File: config.mk
export PLATFORM = sky130hd
export DESIGN_NAME = im_arbiter
export DESIGN_NICKNAME = d
export VERILOG_FILES = /design/src/rtl/im_arbiter.sv
export SDC_FILE = /design/constraint.sdc
export NUM_CORES = 1
export LEC_CHECK = 0
export ABC_CLOCK_PERIOD_IN_PS = 1700
export BUFFER_PORTS_ARGS = -buffer_cell sky130_fd_sc_hd__buf_2
export CAP_MARGIN = 20
export CORE_UTILIZATION = 40
export CTS_BUF_LIST = sky130_fd_sc_hd__clkbuf_8 sky130_fd_sc_hd__clkbuf_16
export CTS_CLUSTER_SIZE = 16
export DETAILED_ROUTE_END_ITERATION = 12
export GPL_TIMING_DRIVEN = 0
export PLACE_DENSITY = 0.72
export RECOVER_POWER = 50
export SLEW_MARGIN = 20
export SYNTH_ARGS = -nofsm -noshare
export SYNTH_HDL_FRONTEND = slang
export SYNTH_SLANG_ARGS = --single-unit
File: constraint.sdc
create_clock -name clk -period 1.7 [get_ports clk]
set_input_delay 0.17 -clock clk [delete_from_list [all_inputs] [get_ports clk]]
set_output_delay 0.17 -clock clk [all_outputs]
set_load 0.01 [all_outputs]
File: src/rtl/im_arbiter.sv
// Two-master round-robin arbiter in front of a single-port memory.
// Fetch (m0) and loader (m1) are granted in IDLE and served one transfer at a time.
module im_arbiter #(
  parameter int unsigned data_size = 32,
  parameter int unsigned addr_size = 10,
  parameter int unsigned TIMEOUT   = 15
) (
  input  logic                 clk,
  input  logic                 rst,
  input  logic                 m0_req,
  input  logic                 m0_write,
  input  logic [addr_size-1:0] m0_addr,
  input  logic [data_size-1:0] m0_wdata,
  input  logic                 m1_req,
  input  logic                 m1_write,
  input  logic [addr_size-1:0] m1_addr,
  input  logic [data_size-1:0] m1_wdata,
  output logic                 m0_grant,
  output logic                 m1_grant,
  output logic                 m0_done,
  output logic                 m1_done,
  output logic [data_size-1:0] rdata,
  output logic [1:0]           resp,
  output logic                 mem_enable,
  output logic                 mem_read,
  output logic                 mem_write,
  output logic [addr_size-1:0] mem_addr,
  output logic [data_size-1:0] mem_in,
  input  logic [data_size-1:0] mem_out,
  input  logic [1:0]           mem_resp,
  input  logic                 mem_ready,
  input  logic                 mem_finish,
  output logic                 busy,
  output logic [7:0]           err_count
);

  localparam int unsigned CNT_W      = (TIMEOUT > 1) ? $clog2(TIMEOUT) : 1;
  localparam logic [1:0]  RESP_ERROR = 2'b01;

  typedef enum logic [1:0] {
    IDLE    = 2'd0,
    BUSY    = 2'd1,
    RELEASE = 2'd2
  } state_t;

  state_t             state;
  logic               last_m1;
  logic               owner_m1;
  logic [CNT_W-1:0]   cnt;

  logic               sel_m1_c;
  logic               take_c;
  logic               expire_c;
  logic [1:0]         fin_resp_c;
  logic               sel_write_c;
  logic [addr_size-1:0] sel_addr_c;
  logic [data_size-1:0] sel_wdata_c;

  // Winner selection: a tie goes to whoever was not granted last.
  always_comb begin
    sel_m1_c    = m1_req & (~m0_req | ~last_m1);
    take_c      = (state == IDLE) & mem_ready & (m0_req | m1_req);
    expire_c    = (cnt == CNT_W'(TIMEOUT - 1));
    fin_resp_c  = mem_finish ? mem_resp : RESP_ERROR;
    sel_write_c = sel_m1_c ? m1_write : m0_write;
    sel_addr_c  = sel_m1_c ? m1_addr  : m0_addr;
    sel_wdata_c = sel_m1_c ? m1_wdata : m0_wdata;
  end

  // Grant is issued in the same cycle the request is seen.
  assign m0_grant = take_c & ~sel_m1_c;
  assign m1_grant = take_c &  sel_m1_c;

  always_ff @(posedge clk) begin
    if (rst) begin
      state      <= IDLE;
      last_m1    <= 1'b1;
      owner_m1   <= 1'b0;
      cnt        <= '0;
      m0_done    <= 1'b0;
      m1_done    <= 1'b0;
      rdata      <= '0;
      resp       <= '0;
      mem_enable <= 1'b0;
      mem_read   <= 1'b0;
      mem_write  <= 1'b0;
      mem_addr   <= '0;
      mem_in     <= '0;
      busy       <= 1'b0;
      err_count  <= '0;
    end else begin
      m0_done <= 1'b0;
      m1_done <= 1'b0;
      case (state)
        IDLE: begin
          if (take_c) begin
            owner_m1   <= sel_m1_c;
            last_m1    <= sel_m1_c;
            cnt        <= '0;
            mem_enable <= 1'b1;
            mem_read   <= ~sel_write_c;
            mem_write  <= sel_write_c;
            mem_addr   <= sel_addr_c;
            mem_in     <= sel_wdata_c;
            busy       <= 1'b1;
            state      <= BUSY;
          end
        end
        BUSY: begin
          // A finish arriving on the last allowed cycle beats the timeout.
          if (mem_finish || expire_c) begin
            rdata      <= mem_finish ? mem_out : '0;
            resp       <= fin_resp_c;
            m0_done    <= ~owner_m1;
            m1_done    <= owner_m1;
            if ((fin_resp_c == RESP_ERROR) && (err_count != 8'hFF))
              err_count <= err_count + 8'd1;
            mem_enable <= 1'b0;
            mem_read   <= 1'b0;
            mem_write  <= 1'b0;
            mem_addr   <= '0;
            mem_in     <= '0;
            state      <= RELEASE;
          end else begin
            cnt <= cnt + CNT_W'(1);
          end
        end
        RELEASE: begin
          if (!mem_finish && mem_ready) begin
            busy  <= 1'b0;
            state <= IDLE;
          end
        end
        default: begin
          busy  <= 1'b0;
          state <= IDLE;
        end
      endcase
    end
  end

endmodule

# [Word level (Yosys, flattened, before mapping)]
# Index checks and enable logic that the tools add are counted.
[word_totals] reg_bits=98 inputBits=126 output_inout_bits=92 wordCells=81
[classes] n_addsub=2 eq_ne=9 muxes=27 bitwise=14 n_reduce_logical=14
[op_table] op="32-bit 2-to-1 mux" count=4
[op_table] op="32-bit one-hot mux with 2 select lines" count=1
[op_table] op="10-bit 2-to-1 mux" count=3
[op_table] op="10-bit one-hot mux with 2 select lines" count=1
[op_table] op="3-bit AND reduction" count=5
[op_table] op="8-bit by 1-bit adder with 8-bit output (second input constant)" count=1
[op_table] op="2-bit 2-to-1 mux" count=4
[op_table] op="4-bit 2-to-1 mux" count=2
[op_table] op="2-bit != test (second input constant)" count=4
[op_table] op="8-bit != test (second input constant)" count=1
[op_table] op="4-bit one-hot mux with 2 select lines" count=1
[op_table] op="1-bit NOT" count=7
[op_table] op="1-bit 2-to-1 mux" count=6
[op_table] op="1-bit one-hot mux with 2 select lines" count=3
[op_table] op="2-bit one-hot mux with 3 select lines" count=1
[op_table] op="1-bit bitwise AND" count=5
[op_table] op="4-bit by 1-bit adder with 4-bit output (second input constant)" count=1
[op_table] op="2-bit by 1-bit == test with 1-bit output (second input constant)" count=2
[op_table] op="4-bit == test (second input constant)" count=1
[op_table] op="2-bit AND reduction" count=2
[op_table] op="1-bit one-hot mux with 3 select lines" count=1
[op_table] op="3-bit OR reduction" count=1
[op_table] op="2-bit == test (second input constant)" count=1
[op_table] op="1-bit logical AND" count=2
[op_table] op="other kinds (5)" count=6

# [Depth between registers and ports, before layout]
# Gate-level depths: netlist (run 1).
[depth] ltp_word=7 depth_mapped=7

# [Least setup slack after synthesis (run 1)]
# Ideal clock, no wire load.
[synth_path] path_kind="register to register" from="reg cnt[0]" to="reg err_count[4]" setup_time_ns=0.135 t_arrival_ns=1.398 required_ns=1.565 slack_ns=0.166 stages_incl_launch_ff=8 path_buffers=1 path_cell_list="dfxtp_1 -> inv_1 -> ha_1 -> a31o_4 -> o211ai_4 -> buf_2 -> o311ai_0 -> o41ai_1"
[synth_between] elab_chain_cells=3
[synth_lines] element="start: declaration" line="49" text="logic [CNT_W-1:0] cnt;"
[synth_lines] element="start signal: assignment" line="125" text="cnt <= cnt + CNT_W'(1);"
[synth_lines] element="4-bit == test" line="63" text="expire_c = (cnt == CNT_W'(TIMEOUT - 1));"
[synth_lines] element="1-bit logical OR" line="111" text="if (mem_finish || expire_c) begin"
[synth_lines] element="3-bit AND reduction (no line)"
[synth_lines] element="end signal: assignment" line="117" text="err_count <= err_count + 8'd1;"
[synth_lines] element="end: declaration" line="34" text="output logic [7:0] err_count"
# Every way passes these cells.
# A chain may end at the register's enable or synchronous reset.

# [Final worst setup path (run 1)]
[layout_path] from="reg state[1]" to="out m0_grant"
[layout_between] elab_chain_cells=4
[layout_lines] element="start: declaration" line="46" text="state_t state;"
[layout_lines] element="start signal: assignment" line="76" text="state <= IDLE;"
[layout_lines] element="start signal: assignment" line="106" text="state <= BUSY;"
[layout_lines] element="start signal: assignment" line="123" text="state <= RELEASE;"
[layout_lines] element="2-bit logical NOT" line="62" text="take_c = (state == IDLE) & mem_ready & (m0_req | m1_req);"
[layout_lines] element="1-bit bitwise AND (2 in a row)" line="62"
[layout_lines] element="1-bit bitwise AND" line="71" text="assign m0_grant = take_c & ~sel_m1_c;"
[layout_lines] element="end: declaration" line="18" text="output logic m0_grant,"
# Every way passes these cells.

==> metrics, run 1 <==
outcome=complete, no violations; dominant cell type by area after synthesis=dfxtp_1; Clock Skew=about 9.5 ps; syn nets=592; area growth from synthesis to layout=35.4%; CP Launch Point=state[1]; Remaining DRCs=0; Flop pwr share=53.0%; CP required=between 1500 and 2000 ps; Crit Path Class=flip-flop to primary output; setup TNS=0 ps; CTS Buf Count=9; Worst path depth=5; synthesized cell area=0.00416 mm²; EDFF count, synth=0; CP cell instances=nor3b_4 -> o21ai_4 -> clkbuf_8 -> nor2_2 -> buf_2; via count=4,237; filler cell count=just under 1,000; Mapped Cells=around 460; fmax=0.606 GHz; IO Pins=218; initial core utilization=42.0%; Ys Warns=0; async set-reset flop share out of synthesis=0%; critical path peak fanout=10; TritonRoute pass-1 iters=4; Antenna Cells=0; cell family contributing the most delay on the critical path=simple AND/OR/NAND/NOR gates; Pint=between 3 and 4 mW; Max-Cap Viols=0; Register-to-Register Path Depth=7; reg2reg start=cnt[0]; crit end category=primary output; Comb pwr share=18.4%; fin crit share=97.1%; RSZ-0062 raised after global routing=yes; gr usage total=roughly 22%; final antenna-violating net count=0; CTS tree=yes; CP endpoint=m0_grant; die area=0.0108 mm²; worst path buffer plus inverter count=2; cell row count=36; clk buf depth=2; Clk pwr share=28.7%; most frequent cells in the layout=137 x buf_2, 102 x clkbuf_1, 94 x dfxtp_1; Pleak=~2.2 nW; max-slew violation count=0; Clock Latency Late Sink=350 ps; total gr overflow=0; initial antenna violation count=0; core region area=0.00991 mm²; Rel. slew slack=60.8%; vias per inst=5.09; Clock Root Buffer=clkbuf_8; largest net degree at the start of global routing=16; number of global-route vias before repair=4,045; global-route wire length before repair=approximately 20,000 µm; top-area cell type share of the netlist area=47.1%; Worst Setup Start Kind=flip-flop; Worst Hold Class=primary input to flip-flop; GPL Wtd Cong=0.795; R2R Setup Slk=50 ps; wire length per cell=14.8 µm; switching share of power=28.1%; Max VDD drop=around 0.43 mV; Synth Area per Inst=8.99 µm²; worst slew pin tran=about 590 ps; #FFs+latches synth=slightly below 100; post-synthesis sequential area ratio=around 47%; most common cell after layout, fill and taps aside=buf_2; clock-pin transition on the worst setup and hold timing paths=about 90 ps; fin nets=~800; Yosys cell types=43; Reg2Reg Capture Point=err_count[4]; pwr dens=roughly 830 mW/mm²; ys flop type=dfxtp_1; Net Switching=1.31 mW; final setup fails=0; htree depth=3; Slowest cell on crit path=dfxtp_2; Tmin final=1650 ps; die height=104 µm; initial DRC count=~220; Worst EP arrival=1480 ps; Detailed Place HPWL=9310 µm; hold buffers post-CTS=0; Hold Fails Final Rpt=0; WL final=12,300 µm; total power=about 4.7 mW; Die Span X=104 µm; share of cells above drive strength 1=33.7%; CP peak stage delay=360 ps; Port Buf Inserts=217; top cells by area, synth=dfxtp_1 47%, mux2_2 12%, a21oi_1 6.9%; CTS sink count=98
timing repair:
item,4_1_cts,5_1_grt
pin swaps,1,6
setup buffers,4,1
endpoints found under the setup margin,92,73
gates resized for setup,23,15
endpoints found under the hold margin,0,0
worst min-delay path by stage:
stage           startpoint   endpoint  cells after the start  slack [ps]
6_report       mem_out[20]  rdata[20]                      3          60
5_1_grt        mem_out[13]  rdata[13]                      3          40
2_1_floorplan  mem_resp[0]    resp[0]                      2         310
3_3_place_gp   mem_out[14]  rdata[14]                      3         400
3_5_place_dp   mem_out[12]  rdata[12]                      3         410
4_1_cts        mem_out[19]  rdata[19]                      3          50
registers in the layout (all words and copies together), names as in the netlist:
| register | flops |
|---|---|
| last_m1 | 1 |
| rdata | 32 |
| mem_addr | 10 |
| mem_in | 32 |
| resp | 2 |
| owner_m1 | 1 |
| m0_done | 1 |
| mem_read | 1 |
| busy | 1 |
| state | 2 |
| cnt | 4 |
| mem_enable | 1 |
| mem_write | 1 |
| m1_done | 1 |
| err_count | 8 |
layer usage:
| metal | vias to the layer above | part of all wire, % | GRT usage [%] |
|---|---|---|---|
| met2 | 162 | 50 | 39.2 |
| met3 | 10 | 6.9 | 5.33 |
| met4 | 0 | 1.0 | 6.22 |
| met1 | 1954 | 42 | 26.2 |
| met5 | - | 0 | 0 |
| li1 | 2111 | - | - |
worst reg2reg max path, stage by stage, from the launching register on:
cell	delay (ps)
dfxtp_4	370
inv_2	60
ha_2	180
a31o_4	190
o211ai_4	110
buf_4	200
o311ai_2	300
o41ai_1	120
logic make-up (layout without fill, tap and decap cells):
logic type,Yosys count,count (layout),share of synthesized area (%)
buffers and inverters,47,284,5.14
DFF,98,98,47.1
AOI/OAI and AO/OA,115,115,18.0
and+or+nand+nor,156,156,17.0
adders and majority gates,3,3,0.902
muxes,44,44,11.9
per-stage QoR:
stage | setup WS [ps] | std cells | hold WS, ps | util, % | cell area (µm²)
after global placement | -227 | 813 | 404 | 54.6 | 5420
final | 49.8 | 833 | 57.4 | 56.9 | 5640
after global routing | -62.9 | 833 | 41.8 | 56.9 | 5640
after CTS | 10.4 | 832 | 46.9 | 57.4 | 5690
after floorplan | 166 | 463 | 305 | - | 4160
after detailed placement | -283 | 813 | 413 | 54.6 | 5420
cell usage after synthesis, drive strengths merged (3+ instances only):
cell type,count
dfxtp,98
a21oi,57
nand3,50
nand2,48
mux2,43
nor2,39
a22oi,33
buf,24
clkbuf,14
inv,9
o41ai,4
ha,3
nor3,3
o21ai,3
o311ai,3
power groups by stage:
stage	combinational, mW	sequential [mW]	clock [mW]
4_1_cts	0.890	2.47	1.37
5_1_grt	0.949	2.49	1.47
3_5_place_dp	0.853	2.52	0
6_report	0.859	2.48	1.34
3_3_place_gp	0.830	2.52	0
2_1_floorplan	0.432	2.57	0
final cells by class:
cell class | instances | area (µm²) | share of cell area (%)
multi-input combinational | 318 | 2070 | 36.7
clock inverter | 6 | 35.0 | 0.622
sequential | 98 | 1970 | 34.9
clock buffer | 10 | 138 | 2.44
buffer | 37 | 204 | 3.62
tap | 133 | 166 | 2.95
inverter | 9 | 33.8 | 0.599
timing repair buffer | 222 | 1020 | 18.2
Power figures use the tool's default switching activity.
==> run 2: changes to the inputs <==
- ABC_AREA: unset -> 1
- CTS_BUF_LIST: sky130_fd_sc_hd__clkbuf_8 sky130_fd_sc_hd__clkbuf_16 -> sky130_fd_sc_hd__clkbuf_8
==> run 2 against run 1 <==
  * Global-route usage increased by 0.12 points
  * Combinational power increased by 13%
  * Fmax increased by 0.51%
  * Via count increased by 13%
  * Sequential share of layout area decreased by 0.83 points
  * Non-clock buffer count increased by 2
==> metrics, run 2 <==
max-slew violation count=0 (unchanged); Hold Fails Final Rpt=0 (unchanged); fin area=0.00578 mm² (+2.6%); Hold Path Cell Cnt=3 (unchanged); hold buffers post-CTS=0 (unchanged); Min-Delay Endpoint=rdata[17]; Detailed Place HPWL=9860 µm (+5.9%); CTS sink count=98 (unchanged); Crit Path Class=flip-flop to primary output; Clock Latency Late Sink=360 ps (about the same); Synth Area in Simple Gates=24.8% (+7.8 points); pwr dens=839 mW/mm² (+1.1%); syn nets=724 (+22%); main combinational cell family by area after synthesis=simple AND/OR/NAND/NOR gates; crit end category=primary output; top-count cell post-synth=nand2_1; initial antenna violation count=0 (unchanged); htree depth=3 (unchanged); dominant cell type by area after synthesis=dfxtp_1; final setup fails=0 (unchanged); GPL Wtd Cong=0.809 (+1.8%); fmax=0.609 GHz (+0.51%); Register-to-Register Path Depth=11 (+4); wire length per cell=13.5 µm (-8.8%); Antenna Cells=0 (unchanged); final antenna-violating net count=0 (unchanged); Ys Warns=0 (unchanged); synthesized cell area=0.00433 mm² (+3.9%); CTS tree=yes; CP cell instances=nor2_4 -> nand2_4 -> nor2_8 -> inv_4 -> buf_6 -> nor2_1 -> buf_2; Clock Root Buffer=clkbuf_8; Synth Area per Inst=7.27 µm² (-19%); outcome=complete, no violations; initial DRC count=286 (+32%); gr usage total=22.2% (+0.12 points); multi-input logic area=0.00202 mm² (-2.3%); met3 usage=5.64% (+0.31 points); CP required=1530 ps (about the same); Pleak=2.54 nW (+13%); vias per inst=4.92 (-3.3%); core region area=0.0104 mm² (+5.1%); share of cells above drive strength 1=26.4% (-7.3 points); FF/Latch Area=0.00197 mm² (+0.13%); filler cell count=1,082 (+11%); initial core utilization=41.5% (-0.47 points); top cells by count, synth=133 x nand2_1, 98 x dfxtp_1, 72 x a21oi_1, 44 x inv_1, 39 x nor2_1; Mapped Cells=595 (+29%); CP peak stage delay=370 ps (about the same); worst slew pin tran=571 ps (-17.1 ps); XOR/XNOR Fraction of Synth Area=0.810% (+0.81 points); area growth from synthesis to layout=33.6%; reg2reg start=cnt[0]; Die Span X=106 µm (+1.9%); dpl cell area=0.00558 mm² (+3.0%); Worst EP arrival=1470 ps (about the same); Clock Skew=10.7 ps (+1.25 ps); met1 usage=26.7% (+0.45 points); #FFs+latches synth=98 (unchanged); Worst Setup Start Kind=flip-flop; die height=106 µm (+1.9%); TritonRoute pass-1 iters=5 (+1); post-synthesis mux area share=0% (-12 points); clock-pin transition on the worst setup and hold timing paths=90 ps (about the same); Tmin final=1640 ps (-8.43 ps); Slowest cell on crit path=dfxtp_4; clk buf depth=2 (unchanged); die area=0.0112 mm² (+3.9%); most frequent cells in the layout=143 x buf_2, 132 x nand2_1, 103 x clkbuf_1; via count=4,772 (+13%); Max-Cap Viols=0 (unchanged); Hold Crit Start=mem_out[17]; async set-reset flop share out of synthesis=0% (unchanged); Rel. slew slack=61.9% (+1.1 points); Yosys cell types=28 (-35%); Regs by FF count=mem_in: 32 flops, rdata: 32 flops, mem_addr: 10 flops; fin crit share=96.6% (-0.50 points); global routing's busiest layer=met2; WL final=13,100 µm (+6.2%); critical path peak fanout=10 (unchanged); adder-cell share of the synthesized area=0.868% (-0.034 points); Remaining DRCs=0 (unchanged); total gr overflow=0 (unchanged); number of global-route vias before repair=4,312 (+6.6%); Worst Hold Class=primary input to flip-flop; Reg2Reg Capture Point=mem_addr[3]; CTS Buf Count=9 (unchanged); cell row count=37 (+2.8%); post-synthesis sequential area ratio=45.3% (-1.8 points); setup TNS=0 ps (unchanged); R2R Setup Slk=120 ps (+70 ps); EDFF count, synth=0 (unchanged); Compound-Gate Fraction of Synth Area=19.4% (+1.5 points); fin nets=958 (+16%); ys flop type=dfxtp_1; top cells by area, synth=dfxtp_1 45%, nand2_1 12%, a21oi_1 8.3%; global-route wire length before repair=19,900 µm (+2.1%); largest net degree at the start of global routing=17 (+1); most common cell after layout, fill and taps aside=buf_2; met2 Track Usage GR=38.7% (-0.54 points); Max VDD drop=0.448 mV (+4.4%); IO Pins=218 (unchanged); top-area cell type share of the netlist area=45.3% (-1.8 points); Port Buf Inserts=216 (-0.46%)
[run 2: changes by cell type in the layout (fill, tap and decap cells not counted), moves of 23 or more]
cell,change
nand2_1,+85
inv_1,+35
a22oi_1,-33
o21ai_1,+25
mux2_2,-43
or2_2,+23
o211ai_1,+23
o21ai_0,+33
[run 2: power breakdown]
group / internal [mW] / switching [mW] / leakage, nW / total [mW]
Clock: 0.560 / 0.801 / 0.0869 / 1.36
Combinational: 0.403 / 0.567 / 1.65 / 0.969
Sequential: 2.44 / 0.0811 / 0.804 / 2.52
[run 2: worst max-delay path, delay by kind of cell, from the launching register on]
family,cells,cell delay [ps]
simple gates,4,390
flops,1,370
buf+inv,3,340
[run 2: layout make-up]
| type | count | area share [%] |
|---|---|---|
| Buffer | 37 | 3.35 |
| Clock buffer | 10 | 2.38 |
| Clock inverter | 6 | 0.606 |
| Inverter | 52 | 3.42 |
| Multi-Input combinational cell | 407 | 34.9 |
| Sequential cell | 98 | 34.1 |
| Tap cell | 136 | 2.94 |
| Timing Repair Buffer | 224 | 18.3 |
[run 2: worst max-delay path by stage]
stage | from | to | slack, ps | cells past startpoint
6_report | state[1] | m0_grant | 60 | 7
3_5_place_dp | cnt[0] | mem_in[29] | -80 | 8
4_1_cts | state[1] | m0_grant | -70 | 7
2_1_floorplan | cnt[0] | mem_addr[2] | 250 | 8
3_3_place_gp | cnt[0] | mem_in[27] | -6 | 8
5_1_grt | state[1] | m0_grant | -1 | 7
[run 2: cell families after synthesis]
| logic type | after synthesis |
|---|---|
| flops | 98 |
| simple gates | 244 |
| compound gates | 156 |
| fa+ha+maj | 3 |
| buf+inv | 90 |
| xor+xnor | 4 |
[run 2: per-stage QoR]
step / total power, mW / setup WS (ps) / std cells / utilization, % / hold slack (ps)
5_1_grt: 5.11 / -1.33 / 970 / 55.5 / 48.1
3_5_place_dp: 3.52 / -82.7 / 947 / 53.5 / 431
6_report: 4.85 / 58.2 / 970 / 55.5 / 49.3
2_1_floorplan: 3.10 / 252 / 595 / - / 309
3_3_place_gp: 3.49 / -6.30 / 947 / 53.5 / 424
4_1_cts: 4.86 / -70.3 / 963 / 55.4 / 44.4
[run 2: metal layers]
metal	wire length, µm	vias to the layer above
met2	6330	186
met4	166	0
met3	1040	14
met5	0	-
li1	-	2402
met1	5530	2170
[run 2: timing repair]
item                                   CTS  global route
cloned                                   0             2
setup endpoints to repair               53            56
pin swaps                                1             5
gates resized for setup                  5            24
buffers inserted                         1             5
endpoints found under the hold margin    0             0
